File: src/rtl/color_sequencer_pkg.sv
// Shared colour codes, sequence FSM states and the flag encoder
// for the colour sequencer.
package color_sequencer_pkg;

  localparam logic [2:0] C_NONE   = 3'd0;
  localparam logic [2:0] C_RED    = 3'd1;
  localparam logic [2:0] C_GREEN  = 3'd2;
  localparam logic [2:0] C_BLUE   = 3'd3;
  localparam logic [2:0] C_PURPLE = 3'd4;
  localparam logic [2:0] C_YELLOW = 3'd5;
  localparam logic [2:0] C_MULTI  = 3'd7;

  typedef enum logic [1:0] {
    S_IDLE   = 2'd0,
    S_TRACK  = 2'd1,
    S_LOCKED = 2'd2
  } seq_state_e;

  // f = {yellow, purple, blue, green, red}
  function automatic logic [2:0] encode(input logic [4:0] f);
    logic [2:0] c;
    case (f)
      5'b00000: c = C_NONE;
      5'b00001: c = C_RED;
      5'b00010: c = C_GREEN;
      5'b00100: c = C_BLUE;
      5'b01000: c = C_PURPLE;
      5'b10000: c = C_YELLOW;
      default:  c = C_MULTI;
    endcase
    return c;
  endfunction

endpackage

File: src/rtl/color_stabilizer.sv
// Registers and encodes the comparator flags, then debounces them
// into an accepted colour code with a one-cycle valid pulse.
import color_sequencer_pkg::*;

module color_stabilizer #(
  parameter int STABLE_CYCLES = 4
) (
  input  logic       clk,
  input  logic       rst_n,
  input  logic       red,
  input  logic       green,
  input  logic       blue,
  input  logic       purple,
  input  logic       yellow,
  input  logic       clear,
  output logic [2:0] color_code,
  output logic       color_valid,
  output logic       conflict,
  output logic       accept,
  output logic [2:0] acc_code
);

  localparam logic [7:0] CNT_MAX = 8'(STABLE_CYCLES);
  localparam logic [7:0] CNT_HIT = 8'(STABLE_CYCLES - 1);

  logic [2:0] s_q;
  logic [2:0] cand_q;
  logic [7:0] cnt_q;
  logic [2:0] code_q;
  logic       valid_q;
  logic       stable;
  logic       hit_none;

  assign stable   = (s_q == cand_q) && (cnt_q == CNT_HIT);
  assign accept   = stable && !clear && (s_q != C_NONE)
                    && (s_q != C_MULTI) && (s_q != code_q);
  assign hit_none = stable && !clear && (s_q == C_NONE);

  always_ff @(posedge clk or negedge rst_n) begin
    if (!rst_n) begin
      s_q <= C_NONE;
    end else begin
      s_q <= encode({yellow, purple, blue, green, red});
    end
  end

  always_ff @(posedge clk or negedge rst_n) begin
    if (!rst_n) begin
      cand_q  <= C_NONE;
      cnt_q   <= 8'd0;
      code_q  <= C_NONE;
      valid_q <= 1'b0;
    end else if (clear) begin
      cand_q  <= C_NONE;
      cnt_q   <= 8'd0;
      code_q  <= C_NONE;
      valid_q <= 1'b0;
    end else begin
      if (s_q != cand_q) begin
        cand_q <= s_q;
        cnt_q  <= 8'd1;
      end else if (cnt_q != CNT_MAX) begin
        cnt_q <= cnt_q + 8'd1;
      end
      // settling on none re-arms acceptance of the previous colour
      if (accept) begin
        code_q <= s_q;
      end else if (hit_none) begin
        code_q <= C_NONE;
      end
      valid_q <= accept;
    end
  end

  assign acc_code    = s_q;
  assign color_code  = code_q;
  assign color_valid = valid_q;
  assign conflict    = (s_q == C_MULTI);

endmodule

File: src/rtl/color_sequencer.sv
// Debounced colour acceptance plus matching against a programmed
// colour sequence with lock and mismatch indications.
import color_sequencer_pkg::*;

module color_sequencer #(
  parameter int STABLE_CYCLES = 4,
  parameter int SEQ_LEN       = 4
) (
  input  logic                       clk,
  input  logic                       rst_n,
  input  logic                       red,
  input  logic                       green,
  input  logic                       blue,
  input  logic                       purple,
  input  logic                       yellow,
  input  logic [3*SEQ_LEN-1:0]       seq_code,
  input  logic                       clear,
  output logic [2:0]                 color_code,
  output logic                       color_valid,
  output logic                       conflict,
  output logic [$clog2(SEQ_LEN)-1:0] seq_pos,
  output logic                       seq_fail,
  output logic                       locked
);

  localparam int PW = $clog2(SEQ_LEN);
  localparam logic [PW-1:0] LAST = PW'(SEQ_LEN - 1);

  logic          accept;
  logic [2:0]    acc_code;
  seq_state_e    state_q;
  seq_state_e    state_d;
  logic [PW-1:0] pos_q;
  logic [PW-1:0] pos_d;
  logic          fail_q;
  logic          fail_d;
  logic [2:0]    slot_cur;
  logic [2:0]    slot_first;

  color_stabilizer #(
    .STABLE_CYCLES(STABLE_CYCLES)
  ) u_stab (
    .clk         (clk),
    .rst_n       (rst_n),
    .red         (red),
    .green       (green),
    .blue        (blue),
    .purple      (purple),
    .yellow      (yellow),
    .clear       (clear),
    .color_code  (color_code),
    .color_valid (color_valid),
    .conflict    (conflict),
    .accept      (accept),
    .acc_code    (acc_code)
  );

  assign slot_cur   = seq_code[3*int'(pos_q) +: 3];
  assign slot_first = seq_code[2:0];

  always_ff @(posedge clk or negedge rst_n) begin
    if (!rst_n) begin
      state_q <= S_IDLE;
      pos_q   <= '0;
      fail_q  <= 1'b0;
    end else begin
      state_q <= state_d;
      pos_q   <= pos_d;
      fail_q  <= fail_d;
    end
  end

  always_comb begin
    state_d = state_q;
    pos_d   = pos_q;
    fail_d  = 1'b0;
    if (clear) begin
      state_d = S_IDLE;
      pos_d   = '0;
    end else if (accept && state_q != S_LOCKED) begin
      if (acc_code == slot_cur) begin
        if (pos_q == LAST) begin
          state_d = S_LOCKED;
          pos_d   = '0;
        end else begin
          state_d = S_TRACK;
          pos_d   = pos_q + PW'(1);
        end
      end else begin
        // a wrong colour may still be the start of a fresh attempt
        fail_d = 1'b1;
        if (acc_code == slot_first) begin
          state_d = S_TRACK;
          pos_d   = PW'(1);
        end else begin
          state_d = S_IDLE;
          pos_d   = '0;
        end
      end
    end
  end

  always_comb begin
    locked   = (state_q == S_LOCKED);
    seq_pos  = pos_q;
    seq_fail = fail_q;
  end

endmodule

File: config.mk
export PLATFORM = sky130hd
export DESIGN_NAME = color_sequencer
export DESIGN_NICKNAME = d
export VERILOG_FILES = /design/src/rtl/color_sequencer_pkg.sv /design/src/rtl/color_stabilizer.sv /design/src/rtl/color_sequencer.sv
export SDC_FILE = /design/constraint.sdc
export NUM_CORES = 1
export LEC_CHECK = 0
export CAP_MARGIN = 20
export CORE_ASPECT_RATIO = 2
export CORE_UTILIZATION = 37
export DETAILED_ROUTE_END_ITERATION = 12
export MAX_ROUTING_LAYER = met4
export PLACE_DENSITY = 0.67
export SYNTH_ARGS = -nofsm -noshare
export SYNTH_HDL_FRONTEND = slang
export SYNTH_SLANG_ARGS = --single-unit
File: constraint.sdc
create_clock -name clk -period 1.9 [get_ports clk]
set_input_delay 0.285 -clock clk [delete_from_list [all_inputs] [get_ports clk]]
set_output_delay 0.285 -clock clk [all_outputs]
set_load 0.01 [all_outputs]
# Word level (Yosys, flattened, before mapping)
# Index checks and enable logic that the tools add are counted.
# totals
reg_bits	23
input_bits	20
out_inout_bits	9
elab_cells	66
# classes
addsub	2
n_mul	1
n_eq_ne	17
n_shift	1
mux	22
reduce_logical	15
# op_table
op	n
$mux 8	3
$pmux 3 s6	1
$mux 2	8
$mux 3	5
$shiftx 12x5->3	1
$eq 3x3->1	3
$reduce_bool 3->1	3
$add 8x1->8 const B	1
$eq 8x2->1 const B	1
$ne 8x3->1 const B	1
$logic_and 1x1->1	7
$ne 3x3->1	2
$eq 5x1->1 const B	1
$eq 5x2->1 const B	1
$eq 5x3->1 const B	1
$eq 5x4->1 const B	1
$eq 5x5->1 const B	1
$logic_not 5->1	1
$mux 1	5
$eq 2x2->1 const B	2
$mul 2x2->4 const A	1
$reduce_bool 2->1	2
$eq 3x3->1 const B	1
$logic_not 3->1	1
4 further kinds	4

# Logic depth before layout (Yosys ltp)
# Gate-level depths: netlist of the first run.
# depth
word_depth	9
ltp_mapped	7
ltp_nobuf	7

# Hierarchy
# A second synthesis of the first run with hierarchy kept.
# hier_totals
hier_cells	153
hier_area_um2	1462.7
# by_module_without_submodules
module	n_inst	cells_per_inst	area_each_um2	seq_area_each_um2
color_stabilizer	1	105	1004.7	450.4
color_sequencer	1	48	457.9	125.1

# Worst setup path before layout of the first run
# Ideal clock, no wire load.
# synth_timing
path_type	register -> register
from	register pos_q[1] (netlist: seq_pos[1])
to	register state_q[0]
setup_time_ns	0.077
arrival_ns	1.940
required_ns	1.823
setup_slack_ns	-0.116
path_stages_with_launch	8
n_path_buf	1
period_less_slack_ns	2.016
path_cell_list	dfrtp_1 -> buf_2 -> mux2i_1 -> xnor2_1 -> or3_1 -> a21oi_1 -> mux2_1 -> o21ai_1
# synth_between
elab_chain_len	6
word_cells_on_any_way	8
classes_between	mul: 1; eq/ne: 2; shift: 1; mux: 4
# synth_rtl
item	line_no	source
from (decl)	color_sequencer.sv:33	logic [PW-1:0] pos_q;
from (signal assigned)	color_sequencer.sv:68	pos_q <= pos_d;
$mul 2x2->4	color_sequencer.sv:58	assign slot_cur = seq_code[3*int'(pos_q) +: 3];
$shiftx 12x5->3	color_sequencer.sv:58	
$eq 3x3->1	color_sequencer.sv:81	if (acc_code == slot_cur) begin
$mux 2 (*)	color_sequencer.sv:81	
$mux 2 (*)	color_sequencer.sv:80	end else if (accept && state_q != S_LOCKED) begin
$mux 2 (*)	color_sequencer.sv:77	if (clear) begin
to (signal assigned)	color_sequencer.sv:67	state_q <= state_d;
to (decl)	color_sequencer.sv:31	seq_state_e state_q;
# Every way passes the cells marked *; elsewhere a longest branch is shown, timed or not. The select of a mux whose other input is x is not followed.
# A chain may end at the register's enable or synchronous reset.

# Worst setup path after layout of the first run
# layout_timing
from	register u_stab.s_q[0] (netlist: u_stab.acc_code[0])
to	register pos_q[1] (netlist: seq_pos[1])
# layout_between
elab_chain_len	8
word_cells_on_any_way	15
classes_between	eq/ne: 4; mux: 3; reduce/logical: 8
# layout_rtl
item	line_no	source
from (decl)	color_stabilizer.sv:26	logic [2:0] s_q;
from (signal assigned)	color_stabilizer.sv:43	s_q <= encode({yellow, purple, blue, green, red});
$eq 3x3->1	color_stabilizer.sv:34	assign stable = (s_q == cand_q) && (cnt_q == CNT_HIT);
$logic_and 1x1->1	color_stabilizer.sv:34	
$logic_and 1x1->1 (2 in a row)	color_stabilizer.sv:35	assign accept = stable && !clear && (s_q != C_NONE)
$logic_and 1x1->1 (2 in a row)	color_stabilizer.sv:36	&& (s_q != C_MULTI) && (s_q != code_q);
$logic_and 1x1->1	color_sequencer.sv:80	
$reduce_bool 2->1 (no source line)	--	
# Parallel ways exist; a longest one is shown, timed or not. The select of a mux whose other input is x is not followed.

==> results of run 1 <==
## cells by family (layout without fill, tap and decap cells)
logic type               count (synthesis)  after routing
AO/OA/AOI/OAI                           22             22
XOR/XNOR                                17             17
adder cells (fa/ha/maj)                  5              5
buffers and inverters                   10             68
flip-flops                              23             23
multiplexers                             8              8
AND/OR/NAND/NOR                         54             54
## sequential cells by signal, indices dropped and copies added (netlist names)
signal              flops
u_stab.cnt_q            8
state_q                 2
u_stab.cand_q           3
u_stab.color_valid      1
u_stab.color_code       3
u_stab.acc_code         3
seq_fail                1
seq_pos                 2
## final timing paths
path                               startpoint                   end  depth (start not counted)
max                        u_stab.acc_code[0]            seq_pos[1]                          7
min reg2reg                   u_stab.cnt_q[7]       u_stab.cnt_q[7]                          2
min                                     rst_n  u_stab.color_code[2]                          2
max reg2reg                u_stab.acc_code[0]            seq_pos[1]                          7
max in group asynchronous               rst_n    u_stab.acc_code[2]                          2
min in group clk              u_stab.cnt_q[7]       u_stab.cnt_q[7]                          2
## per-stage QoR
step	power [mW]	TNS (ps)	utilization [%]	worst slack, ps	hold slack [ps]
global placement	0.674	-670	53.7	-169	536
finish	0.988	-383	58.0	-112	369
detailed placement	0.683	-899	53.7	-237	528
CTS	0.984	-480	56.6	-124	387
global route	1.04	-675	58.0	-141	392
floorplan	0.589	-163	-	-54.4	-10.6
## final cells by class
class	instances	area (um2)	area share [%]
Multi-Input combinational cell	106	880	41.6
Tap cell	49	61.3	2.90
Timing Repair Buffer	60	532	25.2
Sequential cell	23	581	27.5
Clock buffer	4	45.0	2.13
Inverter	4	15.0	0.710
## timing repair
action / 4_1_cts / 5_1_grt
setup buffers: 2 / 2
pin swaps: 12 / 5
endpoints found under the setup margin: 8 / 9
hold buffers: 0 / 0
resized for setup: 11 / 8
## Yosys cell counts (all sizes together) (3+ instances only)
| cell type | instances |
|---|---|
| buf | 4 |
| nand2 | 4 |
| o21ai | 5 |
| ha | 3 |
| a21oi | 5 |
| nand3 | 8 |
| a22o | 3 |
| xor2 | 10 |
| inv | 4 |
| nor2b | 5 |
| and3 | 3 |
| nor2 | 13 |
| xnor2 | 7 |
| mux2i | 4 |
| dfrtp | 23 |
| or3 | 4 |
| mux2 | 3 |
## layer usage
metal | global-route usage (%) | vias up
met1 | 17.1 | 622
li1 | - | 610
met2 | 36.2 | 21
met4 | 8.58 | 0
met3 | 2.01 | 6
met5 | - | -
## layout by cell type, fill, tap and decap left out, types with 2 or more instances in the layout
cell type,synthesis,layout
dfrtp_1,23,19
and3_1,3,3
nand3_1,8,7
or4b_1,2,2
buf_4,0,29
mux2_4,2,3
xnor2_1,7,7
nand4b_1,2,2
o21ai_2,1,3
a21oi_1,5,4
nor2_1,13,13
a22o_1,3,3
nor2b_1,5,5
xor2_2,0,2
mux2i_2,0,3
clkdlybuf4s50_1,0,28
nor4bb_1,2,2
xor2_1,10,8
or3_1,4,4
maj3_1,2,2
ha_1,3,3
nand2_1,4,4
inv_1,4,4
dfrtp_2,0,4
clkbuf_8,0,3
and2_1,2,2
buf_6,0,3
## power by group
group	switching (mW)	total, mW	internal [mW]
clock network	0.155	0.305	0.150
logic	0.0770	0.176	0.0987
registers	0.00974	0.508	0.498
total	0.242	0.988	0.747
==> flow_summary.yaml, run 1 <==
setup_path:
  worstSetupStartpointType: "flop"
  cp_slowest_cell: "dfrtp_2"
  worst-setup-path-type: "flop to flop"
  critical_path.endpoint_type: "flop"
  path_max_fanout: 7
  timing.critical_path.cells: "buf_4, buf_4, nand4b_1, nand3_2, a2111oi_4, o21ai_2, mux2_4"
  worstPathBufferInverterCount: 2
  cp_common_cell: "buf_4"
  timing.critical_path.max_delay_family: "compound AO/OA/AOI/OAI gates"
  wp_data_arrival_ps: 2170
  critPathMaxStageDelay_ps: 450
  regToRegSetupSlack_ps: -110
  critPathRequiredTime_ps: 2060
global_route:
  globalRouteTotalUtil_pct: 19.2
  initial_antenna_violation_count: 0
  maximum_number_of_pins_on_one_net_before_global_route_repair: 24
  grt_pass1_vias: 1335
  first_pass_grt_wire_length_um: 5690
  global_route.overflow_total: 0
clock_tree:
  clock_sinks: 23
  numCtsBuffers: 3
  clk_pin_slew_ps: 80
  clock_path_buffers: 2
  clk_latency_ps: 270
  cts-htree-levels: 1
  cts.root.buffer_cell: "clkbuf_8"
  tritoncts: "done"
routing:
  wl_per_cell_um: 14.5
  met2_wirelength_um: 2170
  route.vias.total: 1259
  drt-met1-wl_um: 1240
  drt-total-wl_um: 3580
  detailedRoute.firstIterationViolations: 10
  number_of_remaining_drc_errors: 0
  viasPerCell: 5.12
  routed-wl-met3_um: 90
  dr.pass1.iters: 3
  maxUsedRoutingLayer: "met4"
  postRouteAntennaNets: 0
die:
  die_width_um: 45.9
  top_level_ports: 29
  core_mm2: 0.00365
  initial_utilization_pct: 39.1
  row_count: 31
  chipHeight_um: 89.7
  design.die.area_mm2: 0.00412
timing:
  worstMarginPinSlew_ps: 367
  max_slew_headroom_at_the_worst_pin_pct: 75.5
  hold_violations: 0
  grt_setup_unrepaired: "yes"
  finalMaxSlewViolations: 0
  timing.final.ws_setup_ps: -112
  number_of_failing_setup_endpoints_in_the_final_timing_report: 7
  finalClockSkew_ps: 1.84
  period_minus_slack_ps: 2010
  fin_crit_sh_pct: 106
  max_freq_mhz: 497
synthesis:
  synth-adder-area-share_pct: 4.04
  synth_compound_area_share_pct: 11.9
  synth.yosys.warnings: 0
  synth_xor_xnor_area_share_pct: 10.5
  synth_top_cell_area_share_pct: 40.4
  post_synth_inst_count: 139
  number_of_enable_type_register_cells_in_the_synthesized_netlist: 0
  most_frequently_used_flop_master_after_synthesis: "dfrtp_1"
  synth_simple_gate_area_share_pct: 22.9
  main_combinational_cell_family_by_area_after_synthesis: "simple AND/OR/NAND/NOR gates"
  muxShareOfSynthArea_pct: 7.29
  synth_fp_nets: 162
  synth_async_sr_flop_share_pct: 100
  yosys.area.top_type: "dfrtp_1"
  ys_seq_area_share_pct: 40.4
  yosys-top-cells-area: "dfrtp_1 40%, xor2_1 6.2%, xnor2_1 4.3%"
  synth.lib_cells_used.distinct: 44
  syn-cell-area_mm2: 0.00142
  synthesis.area_per_instance_um2: 10.2
  synth-seq-cells: 23
layout:
  postLayoutCellArea_mm2: 0.00211
  layout.cells.non_filler: 246
  filler_cell_count: 350
  antenna_cells: 0
  syn_to_final_growth_pct: 48.4
  finish.net_count: 221
  share_of_cells_above_drive_strength_1_pct: 29.4
worst_hold_path:
  class_of_the_most_critical_hold_timing_path: "primary input to asynchronous set/reset pin"
placement:
  dp_cells: 238
  dp_hpwl_um: 2790
  placement.io_buffers: 28
  gp_congestion: 0.787
  area_of_placed_instances_mm2: 0.00196
run:
  cap_violations: 0
outcome:
  violations_in_the_final_reports: "negative setup slack"
  run_status: "finished, violations left"
pwr:
  max-vdd-ir-drop_uv: 401
  p_leak_nw: 0.861
  power.density_mw_per_mm2: 468
Note: power is estimated with default switching activity, not from simulation.
==> run 2, diff against run 1 <==
- CAP_MARGIN: 20 -> 15
- TNS_END_PERCENT: default -> 20
==> run 2 against run 1 <==
Effect of this change: the flow still finishes with violations (negative setup slack); first-iteration DRC count down 60%; flip-flop and latch count did not move; power is 0.50% lower; maximum frequency up 0.58%; via count up 0.79%; setup slack improved by 12 ps; clock skew about the same; die area stayed put; sequential share of layout area rose by 0.36 points; wire length fell by 1.4%; critical path depth unchanged; combinational power decreased by 3%; highest routed layer unchanged.
==> flow_summary.yaml, run 2 (same netlist as run 1, synthesis figures left out) <==
die:
  die_width_um: 45.9
  design.die.area_mm2: 0.00412
  initial_utilization_pct: 39.1
  top_level_ports: 29
  row_count: 31
  core_mm2: 0.00365
  chipHeight_um: 89.7
timing:
  finalMaxSlewViolations: 0
  fin_crit_sh_pct: 105
  hold_violations: 0
  hold_ws_ps: 369
  number_of_failing_setup_endpoints_in_the_final_timing_report: 7
  max_slew_headroom_at_the_worst_pin_pct: 76.4
  timing.final.ws_setup_ps: -101
  grt_setup_unrepaired: "yes"
  fin_setup_tns_ps: -309
  period_minus_slack_ps: 2000
  worstMarginPinSlew_ps: 354
  finalClockSkew_ps: 1.94
  max_freq_mhz: 500
routing:
  viasPerCell: 5.18
  drt-met1-wl_um: 1190
  postRouteAntennaNets: 0
  drt-total-wl_um: 3530
  maxUsedRoutingLayer: "met4"
  met2_wirelength_um: 2170
  routed-wl-met3_um: 88
  number_of_remaining_drc_errors: 0
  detailedRoute.firstIterationViolations: 4
  route.vias.total: 1269
  wl_per_cell_um: 14.4
  dr.pass1.iters: 2
global_route:
  initial_antenna_violation_count: 0
  maximum_number_of_pins_on_one_net_before_global_route_repair: 24
  grt_pass1_vias: 1331
  global_route.overflow_total: 0
  first_pass_grt_wire_length_um: 5680
  globalRouteTotalUtil_pct: 19.1
layout:
  layout.cells.non_filler: 245
  largest_register: "u_stab.cnt_q"
  filler_cell_count: 352
  syn_to_final_growth_pct: 46.5
  leading_cell_types_in_the_layout_fill_and_taps_excluded: "30 x buf_4, 28 x clkdlybuf4s50_1, 19 x dfrtp_1"
  largest_register_ffs: 8
  area_of_the_multi_input_gates_um2: 867
  antenna_cells: 0
  area_taken_by_flip_flops_and_latches_um2: 581
  finish.net_count: 220
  share_of_cells_above_drive_strength_1_pct: 27.6
  postLayoutCellArea_mm2: 0.00209
  layout.core_utilization_pct: 57.2
  mostFrequentLayoutCell: "buf_4"
clock_tree:
  clk_latency_ps: 260
  clk_pin_slew_ps: 80
  tritoncts: "done"
  cts.root.buffer_cell: "clkbuf_8"
  clock_sinks: 23
  clock_path_buffers: 2
  numCtsBuffers: 3
  cts-htree-levels: 1
placement:
  dp_cells: 238
  gp_congestion: 0.787
  area_of_placed_instances_mm2: 0.00196
  dp_hpwl_um: 2790
  placement.io_buffers: 28
  detailedPlace.worstSlack_ps: -237
setup_path:
  critPathRequiredTime_ps: 2050
  critical_path.endpoint_type: "flop"
  timing.critical_path.cells: "buf_4, buf_4, nand4b_1, nand3_2, a2111oi_4, o21ai_2, mux2_4"
  timing.critical_path.max_delay_family: "compound AO/OA/AOI/OAI gates"
  r2r_path_start: "u_stab.acc_code[0]"
  r2r.worst_path.cells: 7
  cp_slowest_cell: "dfrtp_2"
  worst-setup-path-type: "flop to flop"
  timing.rr.end: "seq_pos[1]"
  path_max_fanout: 7
  wp_data_arrival_ps: 2160
  critPathMaxStageDelay_ps: 450
  regToRegSetupSlack_ps: -100
  worstPathBufferInverterCount: 2
  worstSetupStartpointType: "flop"
  cp_common_cell: "buf_4"
worst_hold_path:
  class_of_the_most_critical_hold_timing_path: "primary input to asynchronous set/reset pin"
outcome:
  violations_in_the_final_reports: "negative setup slack"
  run_status: "finished, violations left"
run:
  cap_violations: 0
pwr:
  max-vdd-ir-drop_uv: 402
  p_leak_nw: 0.840
  post_layout_power_uw: 984
  power.density_mw_per_mm2: 472
run 2: worst max-delay path by stage:
stage,start,to,slack (ps),cells past startpoint
final,u_stab.acc_code[0],seq_pos[1],-100,7
after CTS,u_stab.acc_code[0],seq_pos[1],-130,6
after floorplan,u_stab.acc_code[1],seq_pos[0],-50,6
after global routing,u_stab.acc_code[0],seq_pos[1],-140,6
after detailed placement,seq_code[2],state_q[0],-240,7
after global placement,seq_code[2],state_q[0],-170,7
run 2: routing by layer:
metal | GRT usage (%) | up-vias
met3 | 2.01 | 5
li1 | - | 609
met4 | 8.58 | 0
met2 | 36.0 | 21
met1 | 17.1 | 634
met5 | - | -
run 2: worst register-to-register path, delay by kind of cell, from the launching register on:
| family | cells | cell delay (ps) |
|---|---|---|
| AO/OA/AOI/OAI | 2 | 590 |
| buffers and inverters | 2 | 300 |
| flip-flops | 1 | 450 |
| multiplexers | 1 | 320 |
| AND/OR/NAND/NOR | 2 | 240 |
run 2: where the power goes:
| group | leakage (nW) | switching [mW] | internal, mW |
|---|---|---|---|
| combinational | 0.521 | 0.0752 | 0.0956 |
| sequential | 0.296 | 0.00985 | 0.498 |
| clock | 0.0228 | 0.155 | 0.150 |
run 2: final cells by class:
cell class                 instances  area share, %
clock buffer                       4           2.16
inverter                           4          0.720
multi-input combinational        106           41.6
sequential                        23           27.8
tap                               49           2.94
timing repair buffer              59           24.8
run 2: timing repair:
| action | CTS | global route |
|---|---|---|
| pin swaps | 8 | 3 |
| gates resized for setup | 9 | 5 |
| setup endpoints to repair | 8 | 8 |
| buffers inserted | 1 | 2 |
| hold buffers | 0 | 0 |
